==> src/rtl/ctrl_pkg.sv <==
// ctrl_pkg: shared encodings for the accumulator-machine control unit.
// Holds the bus select codes, AC/E operation codes, opcode values and IR bit indices.
package ctrl_pkg;

  typedef enum logic [2:0] {
    BUS_NONE = 3'd0,
    BUS_AR   = 3'd1,
    BUS_PC   = 3'd2,
    BUS_DR   = 3'd3,
    BUS_AC   = 3'd4,
    BUS_IR   = 3'd5,
    BUS_TR   = 3'd6,
    BUS_MEM  = 3'd7
  } bus_sel_t;

  typedef enum logic [3:0] {
    AC_NOP, AC_AND, AC_ADD, AC_LDDR, AC_CLR, AC_CMA, AC_SHR, AC_SHL, AC_INC, AC_INPR
  } ac_op_t;

  typedef enum logic [1:0] {
    E_NOP, E_CLR, E_CMP, E_ALU
  } e_op_t;

  localparam logic [2:0] OP_AND    = 3'd0;
  localparam logic [2:0] OP_ADD    = 3'd1;
  localparam logic [2:0] OP_LDA    = 3'd2;
  localparam logic [2:0] OP_STA    = 3'd3;
  localparam logic [2:0] OP_BUN    = 3'd4;
  localparam logic [2:0] OP_BSA    = 3'd5;
  localparam logic [2:0] OP_ISZ    = 3'd6;
  localparam logic [2:0] OP_REGREF = 3'd7;

  localparam int unsigned IR_I     = 15;
  localparam int unsigned IR_OP_HI = 14;
  localparam int unsigned IR_OP_LO = 12;

  localparam int unsigned RR_CLA = 11;
  localparam int unsigned RR_CLE = 10;
  localparam int unsigned RR_CMA = 9;
  localparam int unsigned RR_CME = 8;
  localparam int unsigned RR_CIR = 7;
  localparam int unsigned RR_CIL = 6;
  localparam int unsigned RR_INC = 5;
  localparam int unsigned RR_SPA = 4;
  localparam int unsigned RR_SNA = 3;
  localparam int unsigned RR_SZA = 2;
  localparam int unsigned RR_SZE = 1;
  localparam int unsigned RR_HLT = 0;

  localparam int unsigned IO_INP = 11;
  localparam int unsigned IO_OUT = 10;
  localparam int unsigned IO_SKI = 9;
  localparam int unsigned IO_SKO = 8;
  localparam int unsigned IO_ION = 7;
  localparam int unsigned IO_IOF = 6;

endpackage

==> src/rtl/ctrl_sequencer_sc_counter.sv <==
// sc_counter: W-bit sequence counter, async active-high reset, clear has priority over increment.
// Ports: clk, rst, inr (increment), clr (clear), cnt (current count).
module sc_counter #(
  parameter int W = 3
) (
  input  logic         clk,
  input  logic         rst,
  input  logic         inr,
  input  logic         clr,
  output logic [W-1:0] cnt
);

  logic [W-1:0] cnt_q, cnt_d;

  always_comb begin
    cnt_d = cnt_q;
    if (clr)      cnt_d = '0;
    else if (inr) cnt_d = cnt_q + W'(1);
  end

  always_ff @(posedge clk or posedge rst) begin
    if (rst) cnt_q <= '0;
    else     cnt_q <= cnt_d;
  end

  assign cnt = cnt_q;

endmodule

==> src/rtl/ctrl_sequencer.sv <==
// ctrl_sequencer: timing/control unit of the 16-bit accumulator machine.
// Inputs: CLK, RST (async, active-high), IR, FGI, FGO.
// Outputs: busSEL, memRD/memWR, register strobes, skip strobes, acOP, eOP,
//          fgiCLR/fgoCLR, S (running) and T (sequence counter).
// Optional: INTERRUPT_EN adds the IEN and R flip-flops and the interrupt cycle.
module ctrl_sequencer
  import ctrl_pkg::*;
#(
  parameter int DW   = 16,
  parameter int SC_W = 3
) (
  input  logic            CLK,
  input  logic            RST,
  input  logic [DW-1:0]   IR,
  input  logic            FGI,
  input  logic            FGO,
  output logic [2:0]      busSEL,
  output logic            memRD,
  output logic            memWR,
  output logic            arLD,
  output logic            arINR,
  output logic            arCLR,
  output logic            pcLD,
  output logic            pcINR,
  output logic            pcCLR,
  output logic            irLD,
  output logic            drLD,
  output logic            drINR,
  output logic            trLD,
  output logic            outLD,
  output logic            ISZ,
  output logic            SPA,
  output logic            SNA,
  output logic            SZA,
  output logic            SZE,
  output ac_op_t          acOP,
  output e_op_t           eOP,
  output logic            fgiCLR,
  output logic            fgoCLR,
  output logic            S,
  output logic [SC_W-1:0] T
);

  logic [2:0]      d_q, d_d;
  logic            i_q, i_d;
  logic            s_q, s_d;
  logic            sc_clr;
  logic [SC_W-1:0] sc_t;
  bus_sel_t        bus_sel;

  sc_counter #(.W(SC_W)) u_sc (
    .clk (CLK),
    .rst (RST),
    .inr (s_q),
    .clr (sc_clr),
    .cnt (sc_t)
  );

`ifdef INTERRUPT_EN
  logic ien_q, ien_d;
  logic r_q, r_d;

  always_ff @(posedge CLK or posedge RST) begin
    if (RST) begin
      ien_q <= 1'b0;
      r_q   <= 1'b0;
    end else begin
      ien_q <= ien_d;
      r_q   <= r_d;
    end
  end
`endif

  always_ff @(posedge CLK or posedge RST) begin
    if (RST) begin
      d_q <= '0;
      i_q <= 1'b0;
      s_q <= 1'b1;
    end else begin
      d_q <= d_d;
      i_q <= i_d;
      s_q <= s_d;
    end
  end

  always_comb begin
    d_d     = d_q;
    i_d     = i_q;
    s_d     = s_q;
`ifdef INTERRUPT_EN
    ien_d   = ien_q;
    r_d     = r_q;
`endif
    sc_clr  = 1'b0;
    bus_sel = BUS_NONE;
    memRD   = 1'b0;
    memWR   = 1'b0;
    arLD    = 1'b0;
    arINR   = 1'b0;
    arCLR   = 1'b0;
    pcLD    = 1'b0;
    pcINR   = 1'b0;
    pcCLR   = 1'b0;
    irLD    = 1'b0;
    drLD    = 1'b0;
    drINR   = 1'b0;
    trLD    = 1'b0;
    outLD   = 1'b0;
    ISZ     = 1'b0;
    SPA     = 1'b0;
    SNA     = 1'b0;
    SZA     = 1'b0;
    SZE     = 1'b0;
    acOP    = AC_NOP;
    eOP     = E_NOP;
    fgiCLR  = 1'b0;
    fgoCLR  = 1'b0;

    if (!s_q) begin
      sc_clr = 1'b1;
    end else if (sc_t > SC_W'(6)) begin
      sc_clr = 1'b1;
`ifdef INTERRUPT_EN
    end else if (!r_q && (sc_t <= SC_W'(2)) && ien_q && (FGI || FGO)) begin
      // Entry cycle issues no strobes and restarts T, so the R cycle always begins at T0.
      r_d    = 1'b1;
      sc_clr = 1'b1;
    end else if (r_q) begin
      case (sc_t)
        SC_W'(0): begin arCLR = 1'b1; trLD = 1'b1; bus_sel = BUS_PC; end
        SC_W'(1): begin memWR = 1'b1; bus_sel = BUS_TR; pcCLR = 1'b1; end
        SC_W'(2): begin pcINR = 1'b1; ien_d = 1'b0; r_d = 1'b0; sc_clr = 1'b1; end
        default:  sc_clr = 1'b1;
      endcase
`endif
    end else begin
      case (sc_t)
        SC_W'(0): begin arLD = 1'b1; bus_sel = BUS_PC; end
        SC_W'(1): begin irLD = 1'b1; memRD = 1'b1; bus_sel = BUS_MEM; pcINR = 1'b1; end
        SC_W'(2): begin
          arLD    = 1'b1;
          bus_sel = BUS_IR;
          d_d     = IR[IR_OP_HI:IR_OP_LO];
          i_d     = IR[IR_I];
        end
        SC_W'(3): begin
          if (d_q == OP_REGREF) begin
            sc_clr = 1'b1;
            if (i_q) begin
              if      (IR[IO_INP]) begin acOP = AC_INPR; fgiCLR = 1'b1; end
              else if (IR[IO_OUT]) begin outLD = 1'b1; bus_sel = BUS_AC; fgoCLR = 1'b1; end
              else if (IR[IO_SKI]) pcINR = FGI;
              else if (IR[IO_SKO]) pcINR = FGO;
`ifdef INTERRUPT_EN
              else if (IR[IO_ION]) ien_d = 1'b1;
              else if (IR[IO_IOF]) ien_d = 1'b0;
`endif
            end else begin
              if      (IR[RR_CLA]) acOP = AC_CLR;
              else if (IR[RR_CLE]) eOP = E_CLR;
              else if (IR[RR_CMA]) acOP = AC_CMA;
              else if (IR[RR_CME]) eOP = E_CMP;
              else if (IR[RR_CIR]) begin acOP = AC_SHR; eOP = E_ALU; end
              else if (IR[RR_CIL]) begin acOP = AC_SHL; eOP = E_ALU; end
              else if (IR[RR_INC]) acOP = AC_INC;
              else if (IR[RR_SPA]) SPA = 1'b1;
              else if (IR[RR_SNA]) SNA = 1'b1;
              else if (IR[RR_SZA]) SZA = 1'b1;
              else if (IR[RR_SZE]) SZE = 1'b1;
              else if (IR[RR_HLT]) s_d = 1'b0;
            end
          end else if (i_q) begin
            arLD = 1'b1; memRD = 1'b1; bus_sel = BUS_MEM;
          end
        end
        default: begin
          case (d_q)
            OP_AND, OP_ADD, OP_LDA: begin
              if (sc_t == SC_W'(4)) begin
                drLD = 1'b1; memRD = 1'b1; bus_sel = BUS_MEM;
              end else begin
                sc_clr = 1'b1;
                if (sc_t == SC_W'(5)) begin
                  if (d_q == OP_AND)      begin acOP = AC_AND; eOP = E_NOP; end
                  else if (d_q == OP_ADD) begin acOP = AC_ADD; eOP = E_ALU; end
                  else                    acOP = AC_LDDR;
                end
              end
            end
            OP_STA: begin
              sc_clr = 1'b1;
              if (sc_t == SC_W'(4)) begin memWR = 1'b1; bus_sel = BUS_AC; end
            end
            OP_BUN: begin
              sc_clr = 1'b1;
              if (sc_t == SC_W'(4)) begin pcLD = 1'b1; bus_sel = BUS_AR; end
            end
            OP_BSA: begin
              if (sc_t == SC_W'(4)) begin
                memWR = 1'b1; bus_sel = BUS_PC; arINR = 1'b1;
              end else begin
                sc_clr = 1'b1;
                if (sc_t == SC_W'(5)) begin pcLD = 1'b1; bus_sel = BUS_AR; end
              end
            end
            OP_ISZ: begin
              if (sc_t == SC_W'(4)) begin
                drLD = 1'b1; memRD = 1'b1; bus_sel = BUS_MEM;
              end else if (sc_t == SC_W'(5)) begin
                drINR = 1'b1;
              end else begin
                memWR = 1'b1; bus_sel = BUS_DR; ISZ = 1'b1; sc_clr = 1'b1;
              end
            end
            default: sc_clr = 1'b1;
          endcase
        end
      endcase
    end
  end

  assign busSEL = bus_sel;
  assign S      = s_q;
  assign T      = sc_t;

endmodule

==> config.mk <==
export PLATFORM = sky130hd
export DESIGN_NAME = ctrl_sequencer
export DESIGN_NICKNAME = d
export VERILOG_FILES = /design/src/rtl/ctrl_pkg.sv /design/src/rtl/ctrl_sequencer_sc_counter.sv /design/src/rtl/ctrl_sequencer.sv
export SDC_FILE = /design/constraint.sdc
export NUM_CORES = 1
export LEC_CHECK = 0
export ABC_AREA = 1
export CAP_MARGIN = 20
export CORE_MARGIN = 5
export CORE_UTILIZATION = 44
export CTS_BUF_LIST = sky130_fd_sc_hd__clkbuf_4 sky130_fd_sc_hd__clkbuf_8 sky130_fd_sc_hd__clkbuf_16
export DETAILED_ROUTE_END_ITERATION = 8
export GPL_ROUTABILITY_DRIVEN = 0
export PLACE_DENSITY = 0.86
export SYNTH_ARGS = -nofsm -noshare
export SYNTH_HDL_FRONTEND = slang
export SYNTH_HIERARCHICAL = 1
export SYNTH_SLANG_ARGS = --single-unit
==> constraint.sdc <==
create_clock -name CLK -period 3.2 [get_ports CLK]
set_clock_uncertainty 0.1 [all_clocks]
set_input_delay 0.96 -clock CLK [delete_from_list [all_inputs] [get_ports CLK]]
set_output_delay 0.96 -clock CLK [all_outputs]
set_load 0.03 [all_outputs]
==> load_flow_metrics.sql <==
INSERT INTO impl_metrics (metric_group, metric, value, unit) VALUES
('clock_tree', 'ctsRootBufferMaster', 'clkbuf_4', ''),
('min_path', 'min-delay-path-class', 'reg2reg', ''),
('routing', 'wire_per_inst', '14.0', 'um'),
('setup_path', 'worstSetupPathType', 'in2reg', ''),
('global_routing', 'antenna_found_initial', '0', ''),
('global_routing', 'number_of_global_route_vias_before_repair', '1379', ''),
('finish', 'finalNetCount', '290', ''),
('routing', 'detailroute.via_count', '1553', ''),
('min_path', 'timing.hold.worst_path_depth', '3', ''),
('pwr', 'power_frac_comb', '28.1', '%'),
('min_path', 'min_to', 'S', ''),
('routing', 'detail_route.vias_per_cell', '5.25', ''),
('sta', 'setup_viol', '1', ''),
('setup_path', 'cp_launch_type', 'input port', ''),
('pwr', 'int_power', '197', 'uW'),
('global_routing', 'groute.usage.overall', '22.2', '%'),
('placed_design', 'dp_worst_setup_slack', '-0.114', 'ns'),
('die', 'placementRows', '17', ''),
('clock_tree', 'numCtsBuffers', '3', ''),
('finish', 'final-seq-area', '204', 'sq um'),
('setup_path', 'r2r_slack', '1.54', 'ns'),
('synthesis', 'synth_cells', '196', ''),
('status', 'violations', 'negative setup slack', ''),
('finish', 'filler_cell_count', '169', ''),
('setup_path', 'critical_path_arrival', '3.39', 'ns'),
('die', 'core-area', '2280', 'sq um'),
('routing', 'firstDrtPassIters', '5', ''),
('clock_tree', 'clk_pin_slew', '0.05', 'ns'),
('clock_tree', 'cts.sink_count', '8', ''),
('pwr', 'sw_frac_of_total', '29.4', '%'),
('die', 'floorplan.die_area', '3530', 'sq um'),
('global_routing', 'grt_start_max_net_pins', '15', ''),
('sta', 'fin_tns_setup', '-0.0977', 'ns'),
('synthesis', 'yosys.area.top_type', 'dfrtp_1', ''),
('finish', 'finalInstanceArea', '1820', 'sq um'),
('routing', 'final_antenna_net_count', '0', ''),
('die', 'die_width', '59.4', 'um'),
('sta', 'maxClockFrequency', '303', 'MHz'),
('clock_tree', 'clock_h_tree_levels', '1', ''),
('finish', 'antennaDiodeCount', '0', ''),
('die', 'pin_count', '53', ''),
('placed_design', 'detailed_place.area', '1610', 'sq um'),
('sta', 'final-max-slew-violation-count', '0', ''),
('run', 'max_cap_violations', '0', ''),
('setup_path', 'worstRegToRegCells', '10', ''),
('setup_path', 'critPathCaptureType', 'flip-flop', ''),
('sta', 'hold_viol_final', '0', ''),
('synthesis', 'average_cell_area_after_synthesis', '5.48', 'sq um'),
('pwr', 'power.static_leakage', '0.00106', 'uW'),
('finish', 'area_delta_synth_final', '69.6', '%'),
('sta', 'min_period_over_period', '103', '%'),
('setup_path', 'worst_ep_required_time', '3.29', 'ns'),
('pwr', 'powerDensity', '153', 'nW/um^2'),
('global_routing', 'global_route.overflow_total', '0', ''),
('placed_design', 'hpwlAfterDp', '2630', 'um'),
('sta', 'final.setup.worst_slack', '-0.0977', 'ns'),
('clock_tree', 'clk_path_buf_depth', '2', ''),
('synthesis', 'yosysUniqueCellTypes', '28', ''),
('routing', 'totalWireLength', '4140', 'um'),
('min_path', 'timing.hold.worst.start', 'S', ''),
('routing', 'drcViolationCount', '0', ''),
('finish', 'drive_gt1_share', '24.6', '%'),
('synthesis', 'synth.yosys.warnings', '6', ''),
('global_routing', 'grt_pass1_wl', '6070', 'um'),
('status', 'run_status', 'complete, but fails checks', ''),
('pwr', 'power.share.sequential', '39.2', '%'),
('synthesis', 'synth.top_cell.area_share', '16.3', '%'),
('setup_path', 'worstReg2RegStart', 'u_sc/cnt[1]', ''),
('clock_tree', 'tritoncts', 'yes', ''),
('sta', 'shortest_period_the_worst_path_allows', '3.30', 'ns'),
('synthesis', 'syn-cell-area', '1070', 'sq um');
[cell type report]
type	count	share of cell area [%]
well taps	28	1.92
multi-input cells	152	43.0
inverters	32	6.74
clock buffers	4	1.65
flip-flops and latches	8	11.2
repair buffers	72	35.5
[state kept, by name, indices dropped and copies added (netlist names)]
name,cells
u_sc/cnt,3
S,1
d_q,3
i_q,1
[routing by layer]
metal  part of all wire, %  global-route usage [%]  vias to the layer above
li1                      -                       -                      769
met5                     0                       0                        -
met3                   9.5                    2.83                       26
met4                   5.0                    14.6                        0
met2                    48                    36.7                      104
met1                    37                    26.7                      654
[how the worst max path moves through the flow]
stage	startpoint	end	slack (ns)	cells past startpoint
after floorplan	IR[7]	SNA	0.02	7
final	IR[5]	S	-0.1	19
after detailed placement	IR[6]	SZE	-0.11	9
after CTS	IR[9]	acOP[1]	0.001	7
after global placement	IR[6]	SNA	-0.07	9
after global routing	IR[6]	S	-0.13	21
[Yosys cell counts]
cell	count
o211ai_1	1
nor2_4	1
o21a_1	1
nand3b_1	1
o21ai_1	1
a31oi_1	1
nand2_4	2
ha_1	1
conb_1	1
nand3_1	24
buf_2	1
nor2_8	1
dfstp_2	1
nand2_1	41
and2_1	1
inv_2	1
a21oi_1	17
nor3_1	7
nor4_1	1
nand2_2	1
nor2_1	36
buf_4	5
nor2_2	1
inv_1	30
o21ai_0	9
dfrtp_1	7
nand4_1	1
clkinv_1	1
[metrics by stage]
| step | hold WS, ns | cells | utilization (%) |
|---|---|---|---|
| 3_3_place_gp | 0.524 | 279 | 70.6 |
| 2_1_floorplan | 0.472 | 198 | - |
| 6_report | 0.552 | 296 | 80.0 |
| 3_5_place_dp | 0.530 | 279 | 70.6 |
| 4_1_cts | 0.538 | 296 | 77.4 |
| 5_1_grt | 0.575 | 296 | 80.0 |
[power by group through the flow]
stage	Clock, uW	Sequential (uW)	Combinational, uW
final	90.9	109	78.4
after global routing	96.8	110	84.1
after detailed placement	0	111	66.2
after global placement	0	110	65.9
after floorplan	0	110	33.8
after CTS	91.9	109	72.2
[cell usage in the layout (no fill, tap or decap)]
| master | instances |
|---|---|
| clkdlybuf4s50_1 | 21 |
| nand3_1 | 23 |
| dlygate4sd2_1 | 5 |
| dfrtp_2 | 2 |
| nor2_4 | 2 |
| conb_1 | 3 |
| dfrtp_1 | 5 |
| inv_2 | 4 |
| clkbuf_4 | 4 |
| nand4_1 | 1 |
| o211ai_1 | 1 |
| nor2_1 | 35 |
| o21ai_0 | 8 |
| o21ai_1 | 2 |
| nand2_4 | 2 |
| nand3b_1 | 1 |
| dfstp_2 | 1 |
| dlymetal6s2s_1 | 8 |
| ha_1 | 1 |
| nor3_4 | 2 |
| a21oi_1 | 17 |
| nor2_2 | 1 |
| and2_1 | 1 |
| nor3_1 | 2 |
| nand2_2 | 4 |
| o21a_1 | 1 |
| nand3_4 | 1 |
| nor2_8 | 1 |
| nand2_1 | 38 |
| inv_4 | 1 |
| buf_4 | 36 |
| a31oi_1 | 1 |
| inv_1 | 26 |
| clkinv_1 | 1 |
| nor4_1 | 1 |
| nor3_2 | 3 |
| buf_6 | 2 |
[worst max-delay path: stages]
cell	delay, ns
clkdlybuf4s50_1	0.44
inv_1	0.08
nand2_2	0.06
buf_4	0.13
buf_4	0.12
buf_4	0.12
buf_4	0.12
buf_4	0.12
buf_4	0.13
buf_4	0.13
buf_4	0.12
buf_4	0.12
buf_4	0.13
buf_4	0.13
buf_4	0.13
nor2_1	0.14
nand3_1	0.09
nand2_1	0.07
inv_1	0.04
[timing repair]
action                                  in CTS  in global routing
pin swaps                                   10                  2
gates resized for setup                     19                 17
buffers inserted                            13                  0
endpoints found under the setup margin      12                 16
[kinds of logic after synthesis]
kind of cell	Yosys count	share of synthesized area [%]
adders and majority gates	1	1.17
and+or+nand+nor	118	50.0
buffers and inverters	38	15.2
AOI/OAI and AO/OA	30	14.6
DFF	8	18.8
other	1	0.349
No activity file was read; power rests on OpenSTA's default activity.
